[config.mk]
export PLATFORM = sky130hd
export DESIGN_NAME = display_scan_ctrl
export DESIGN_NICKNAME = d
export VERILOG_FILES = /design/src/rtl/display_scan_ctrl.sv
export SDC_FILE = /design/constraint.sdc
export NUM_CORES = 1
export LEC_CHECK = 0
export BUFFER_PORTS_ARGS = -buffer_cell sky130_fd_sc_hd__buf_2
export CAP_MARGIN = 40
export CORE_MARGIN = 2
export CORE_UTILIZATION = 50
export CTS_CLUSTER_SIZE = 28
export DETAILED_ROUTE_END_ITERATION = 8
export GPL_TIMING_DRIVEN = 0
export PLACE_DENSITY = 0.67
export SLEW_MARGIN = 20
export SYNTH_ARGS = -nofsm -noshare
export SYNTH_HDL_FRONTEND = slang
export SYNTH_SLANG_ARGS = --single-unit
[constraint.sdc]
create_clock -name clk -period 2.5 [get_ports clk]
set_clock_uncertainty 0.2 [all_clocks]
set_input_delay 0.25 -clock clk [delete_from_list [all_inputs] [get_ports clk]]
set_output_delay 0.25 -clock clk [all_outputs]
set_load 0.02 [all_outputs]
[src/rtl/display_scan_ctrl.sv]
// display_scan_ctrl: converts a 5-bit binary value to two decimal digits by
// repeated subtraction, then scans both digits onto a shared active-low
// seven-segment bus (segment order GFEDCBA, an[0] = units, an[1] = tens).
// Optional build macro LEADING_ZERO_BLANK_EN blanks a zero tens digit.
module display_scan_ctrl #(
  parameter int REFRESH_DIV = 50000
) (
  input  logic       clk,
  input  logic       rst_n,
  input  logic       load,
  input  logic [4:0] value,
  output logic       busy,
  output logic       done,
  output logic [6:0] seg,
  output logic [1:0] an
);

  localparam int CW = (REFRESH_DIV > 2) ? $clog2(REFRESH_DIV) : 1;
  localparam logic [CW-1:0] CNT_LAST = CW'(REFRESH_DIV - 1);

  typedef enum logic {
    IDLE = 1'b0,
    CONV = 1'b1
  } state_t;

  state_t     state, state_nxt;
  logic [4:0] rem, rem_nxt;
  logic [3:0] tens_acc, tens_acc_nxt;
  logic [3:0] tens_disp, tens_disp_nxt;
  logic [3:0] ones_disp, ones_disp_nxt;
  logic       done_nxt;

  logic [CW-1:0] cnt;
  logic          sel;
  logic [6:0]    seg_nxt;
  logic [1:0]    an_nxt;

  // Seven-segment pattern for one decimal digit, active low, GFEDCBA.
  function automatic logic [6:0] decode(input logic [3:0] d);
    case (d)
      4'd0:    decode = 7'b1000000;
      4'd1:    decode = 7'b1111001;
      4'd2:    decode = 7'b0100100;
      4'd3:    decode = 7'b0110000;
      4'd4:    decode = 7'b0011001;
      4'd5:    decode = 7'b0010010;
      4'd6:    decode = 7'b0000010;
      4'd7:    decode = 7'b1111000;
      4'd8:    decode = 7'b0000000;
      4'd9:    decode = 7'b0011000;
      default: decode = 7'b1111111;
    endcase
  endfunction

  // Conversion FSM next-state: one subtraction of ten per CONV cycle, commit when rem < 10.
  always_comb begin
    // NOTE: every target gets a default before the case so no latch is inferred.
    state_nxt     = state;
    rem_nxt       = rem;
    tens_acc_nxt  = tens_acc;
    tens_disp_nxt = tens_disp;
    ones_disp_nxt = ones_disp;
    done_nxt      = 1'b0;
    case (state)
      IDLE: begin
        if (load) begin
          rem_nxt      = value;
          tens_acc_nxt = 4'd0;
          state_nxt    = CONV;
        end
      end
      CONV: begin
        if (rem >= 5'd10) begin
          rem_nxt      = rem - 5'd10;
          tens_acc_nxt = tens_acc + 4'd1;
        end else begin
          tens_disp_nxt = tens_acc;
          ones_disp_nxt = rem[3:0];
          done_nxt      = 1'b1;
          state_nxt     = IDLE;
        end
      end
      default: state_nxt = IDLE;
    endcase
  end

  // Conversion state and display digit registers.
  always_ff @(posedge clk or negedge rst_n) begin
    // NOTE: sequential state uses non-blocking assignments so all registers update together.
    if (!rst_n) begin
      state     <= IDLE;
      rem       <= 5'd0;
      tens_acc  <= 4'd0;
      tens_disp <= 4'd0;
      ones_disp <= 4'd0;
      done      <= 1'b0;
    end else begin
      state     <= state_nxt;
      rem       <= rem_nxt;
      tens_acc  <= tens_acc_nxt;
      tens_disp <= tens_disp_nxt;
      ones_disp <= ones_disp_nxt;
      done      <= done_nxt;
    end
  end

  assign busy = (state == CONV);

  // Free-running refresh divider; sel flips each time the divider wraps.
  always_ff @(posedge clk or negedge rst_n) begin
    if (!rst_n) begin
      cnt <= '0;
      sel <= 1'b0;
    end else if (cnt == CNT_LAST) begin
      cnt <= '0;
      sel <= ~sel;
    end else begin
      cnt <= cnt + 1'b1;
    end
  end

  // Pick the digit for the active slot and its anode enable.
  always_comb begin
    seg_nxt = decode(ones_disp);
    an_nxt  = 2'b10;
    if (sel) begin
`ifdef LEADING_ZERO_BLANK_EN
      if (tens_disp == 4'd0) begin
        seg_nxt = 7'b1111111;
        an_nxt  = 2'b11;
      end else begin
        seg_nxt = decode(tens_disp);
        an_nxt  = 2'b01;
      end
`else
      seg_nxt = decode(tens_disp);
      an_nxt  = 2'b01;
`endif
    end
  end

  // Registered display outputs so the bus is glitch-free.
  always_ff @(posedge clk or negedge rst_n) begin
    if (!rst_n) begin
      seg <= 7'b1000000;
      an  <= 2'b10;
    end else begin
      seg <= seg_nxt;
      an  <= an_nxt;
    end
  end

endmodule

* Yosys cells after proc, flatten, opt, wreduce, memory -nomap -nowiden *
Memory sizes are Yosys's and may differ from the RTL's.
Cells that the tools add are included.
Widths: inputs -> output; s select.

cells by class
  add/sub/neg operators = 3
  multiply operators = 0
  divide/modulo/power cells = 0
  order comparisons = 1
  equal/unequal tests = 3
  shift operators = 0
  mux-type cells = 14
  bitwise gates (word level) = 3
  reductions and logical operators = 2

operators by type and width
  kind                   number
  $add 16x1->16 const B  1
  $eq 16x16->1 const B   1
  $mux 16                1
  $mux 5                 2
  $pmux 5 s2             1
  $mux 4                 2
  $pmux 4 s2             1
  $mux 7                 1
  $ge 5x4->1 const B     1
  $sub 5x4->5 const B    1
  $add 4x1->4 const B    1
  $mux 1                 4
  $reduce_and 2->1       2
  $not 1->1              3
  $mux 2                 1
  $ne 2x1->1 const B     1
  $ne 2x2->1 const B     1
  $pmux 1 s2             1

word-level totals
  register bits = 45
  latch bits = 0
  memory bits (writable) = 0
  bits in read-only memories = 224
  bits of input ports = 8
  output and inout bits = 11
  word-level logic and storage cells = 38
  memories kept = 2

memory list
  memory           depth  width  rd ports  clocked after memory_dff  wr ports  RTL line  source
  (no name shown)  16     7      1         0                         0         40        case (d)
  (no name shown)  16     7      1         0                         0         40

* Longest topological paths before layout *
  depth after elaboration = 3
  gate-level depth with buffers = 7
  mapped depth without buffers = 6

* Least setup slack after synthesis *
OpenSTA, ideal clock, no wires.

  path kind = register to register
  start = register rem[1]
  end = register ones_disp[2]
  setup time = 0.125 ns
  arrival time = 1.682 ns
  data required time = 2.175 ns
  slack = 0.494 ns
  cell stages (with the launch flop) = 7
  path buffers = 1
  clock period less this slack = 2.006 ns
  cell sequence = dfrtp_1 > inv_1 > ha_1 > and2b_1 > nor4b_4 > buf_6 > mux2_2

between the ends
  cells in the longest elaborated chain, start to end = 3

RTL lines
  element                     RTL line  source
  start, declared             27        logic [4:0] rem, rem_nxt;
  start signal, assigned      99        rem <= rem_nxt;
  $ge 5x4->1                  73        if (rem >= 5'd10) begin
  $not 1->1 (no line)         n/a
  $reduce_and 2->1 (no line)  n/a
  end signal, assigned        102       ones_disp <= ones_disp_nxt;
  end, declared               30        logic [3:0] ones_disp, ones_disp_nxt;

No other way between the ends.
A chain may end at the register's enable or synchronous reset.

* Worst setup path after layout *
Ends and elaborated chain as after synthesis.

==> flow_summary.json <==
{
  "crit_path_cell_trace": "inv_1, ha_1, and2b_1, nor4b_4, buf_6, mux2_2",
  "r2r_setup_slack_ns": 0.28,
  "post_drt_wl_per_cell_microns": 12.9,
  "tns_ns": 0,
  "period_share_pct": 88.7,
  "avgSynthCellArea_sq_um": 10.2,
  "slew_headroom_pct": 71.0,
  "wl_microns": 4060,
  "hold_viol_final": 0,
  "ant_nets": 0,
  "port_buffers": 18,
  "cp-start-kind": "register",
  "syn_nets": 252,
  "drive_gt1_share_pct": 15.8,
  "rows": 25,
  "yosys.area.top_type": "dfrtp_1",
  "grt_pass1_wl_microns": 7250,
  "drc_errors": 0,
  "r2r_cells": 6,
  "place_area_sq_um": 2540,
  "antenna_found_initial": 0,
  "track_usage_pct": 17.6,
  "ios": 19,
  "setup_viol": 0,
  "place_ws_ns": 0.298,
  "via_per_inst": 5.38,
  "clk_pin_slew_ns": 0.09,
  "cts_made_buffers": 5,
  "fin_ws_ns": 0.282,
  "crit_path_start": "rem[1]",
  "ys_ff_latch": 45,
  "min_period_ns": 2.22,
  "worstPathArrival_ns": 2.20,
  "cp_num_buf_inv": 2,
  "die_h_microns": 72.8,
  "vias": 1689,
  "seq_area_frac_synth_pct": 47.7,
  "rr_endpoint": "ones_disp[2]",
  "rsz0062_at_grt": "no",
  "root_buffer": "clkbuf_8",
  "area_growth_pct": 12.0,
  "gp_congestion": 0.798,
  "dpl.hpwl_microns": 2960,
  "ys_async_sr_fraction_pct": 100,
  "slowest_delay_ns": 0.44,
  "synth_cells": 231,
  "synth-main-ff-cell": "dfrtp_1",
  "final_area_sq_um": 2650,
  "cts_tree": "built",
  "grt-ovfl-total": 0,
  "cp-end-kind": "register",
  "cp_top_family": "simple AND/OR/NAND/NOR gates",
  "first_global_vias": 1589,
  "p_per_area_nw_per_um2": 1050,
  "syn_area_sq_um": 2360,
  "p_leak_nw": 1.21,
  "yosysMostFrequentCell": "dfrtp_1",
  "synth_area_leaders": "dfrtp_1 (46%), ha_1 (6.9%), xnor2_1 (4.1%), o21ai_0 (4.0%), nor2_1 (3.7%)",
  "crit_path_end": "ones_disp[2]",
  "critPathRequiredTime_ns": 2.48,
  "crit_path_top_delay_cell": "dfrtp_1",
  "synth_top_cells_by_count": "dfrtp_1 (43), nor2_1 (23), o21ai_0 (19)",
  "worstMarginPinSlew_ns": 0.434,
  "h-tree-depth": 2,
  "synth.top_cell.area_share_pct": 45.5,
  "vdd_drop_max_uv": 651,
  "synth.distinct_cells": 38,
  "timing.fmax_mhz": 451,
  "drtIter0Drc": 134,
  "whs_ns": 0.0181,
  "crit_cells": 6,
  "cap_violations": 0,
  "ys_warn_count": 0,
  "dr.pass1.iters": 4,
  "clock_latency_ns": 0.30,
  "hold_buffers": 2,
  "cts_setup_buffers": 0,
  "initial_utilization_pct": 51.1,
  "synth_edf_count": 0,
  "cts_resized": 0,
  "hold_path.class": "in2reg",
  "status": "finished clean",
  "final_nets": 280,
  "diodes": 0,
  "clockBufferDepth": 2,
  "hold_depth": 3,
  "cts_sinks": 45,
  "grt_max_degree": 29,
  "utilization_pct": 57.2,
  "core-area_sq_um": 4630,
  "cp_max_fo": 10,
  "die_w_microns": 72.8,
  "path_class": "reg2reg",
  "die_area_sq_um": 5300,
  "slew_violations": 0,
  "r2r-start": "rem[1]"
}
==> worst register-to-register path: stages, from the launching register on <==
cell,delay [ns]
dfrtp_1,0.44
inv_1,0.08
ha_1,0.18
and2b_1,0.25
nor4b_4,0.42
buf_6,0.20
mux2_2,0.33
==> worst min path at each step <==
| stage | start | to | slack [ns] |
|---|---|---|---|
| final | value[3] | rem[3] | 0.02 |
| after global routing | value[1] | rem[1] | 0.01 |
| after CTS | value[3] | rem[3] | 0.01 |
| after detailed placement | rst_n | cnt[8] | 0.01 |
| after global placement | sel | an[0] | 0.21 |
| after floorplan | rst_n | an[0] | -0.25 |
==> kinds of logic after synthesis <==
| family | share of synthesized area, % |
|---|---|
| fa+ha+maj | 6.88 |
| flops | 47.7 |
| xor+xnor | 6.67 |
| mux | 4.55 |
| buf+inv | 3.65 |
| simple gates | 18.4 |
| compound gates | 12.2 |
==> flip-flops by register name (all words and copies together), names as in the netlist <==
name,flops
an,2
busy,1
cnt,16
done,1
ones_disp,4
rem,5
seg,7
sel,1
tens_acc,4
tens_disp,4
==> layer usage <==
| metal | vias to the layer above | share of wire, % | global-route usage, % |
|---|---|---|---|
| met5 | - | 0 | 0 |
| met4 | 0 | 1.3 | 5.56 |
| met3 | 6 | 3.6 | 4.56 |
| met2 | 30 | 44 | 26.1 |
| met1 | 795 | 51 | 25.4 |
| li1 | 858 | - | - |
==> where the power goes <==
part	internal, mW	total, mW	switching, mW	leakage (nW)
clock network	0.193	0.440	0.247	0.0439
registers	0.931	1.10	0.171	0.565
logic	0.550	1.23	0.683	0.605
total	1.67	2.78	1.10	1.21
==> placed cells by master (no fill, tap or decap), types with 2 or more instances in the layout <==
cell type       n
clkbuf_8        5
ha_1           13
nand4_1         5
nand3_1         7
mux2i_1         4
xnor2_1        11
nor3b_1         2
dfstp_2         2
o22a_1          2
xor2_1          7
dfrtp_1        43
clkinv_2        2
buf_2          18
o22ai_1         2
o211ai_1        4
a21oi_1        13
o21ai_0        19
nand2b_1        3
nor2_1         23
dlygate4sd3_1   2
clkbuf_1        7
nand3b_1        6
nor3_1          5
mux2_2          6
nor2b_1         3
inv_1          13
nand2_1        11
a21o_1          3
nor4_1          4
==> cell type report <==
cell class	instances	area, sq um
clock buffer	5	68.8
buffer	8	37.5
sequential	45	1130
tap	54	67.6
clock inverter	3	17.5
inverter	13	48.8
fill	417	1980
timing repair buffer	21	130
multi-input combinational	165	1150
==> stage by stage <==
stage          std cells  total power, mW
2_1_floorplan        231             2.04
3_3_place_gp         303             2.32
3_5_place_dp         304             2.35
4_1_cts              314             2.80
5_1_grt              314             3.02
6_report             314             2.78
(Power assumes the default switching activity.)
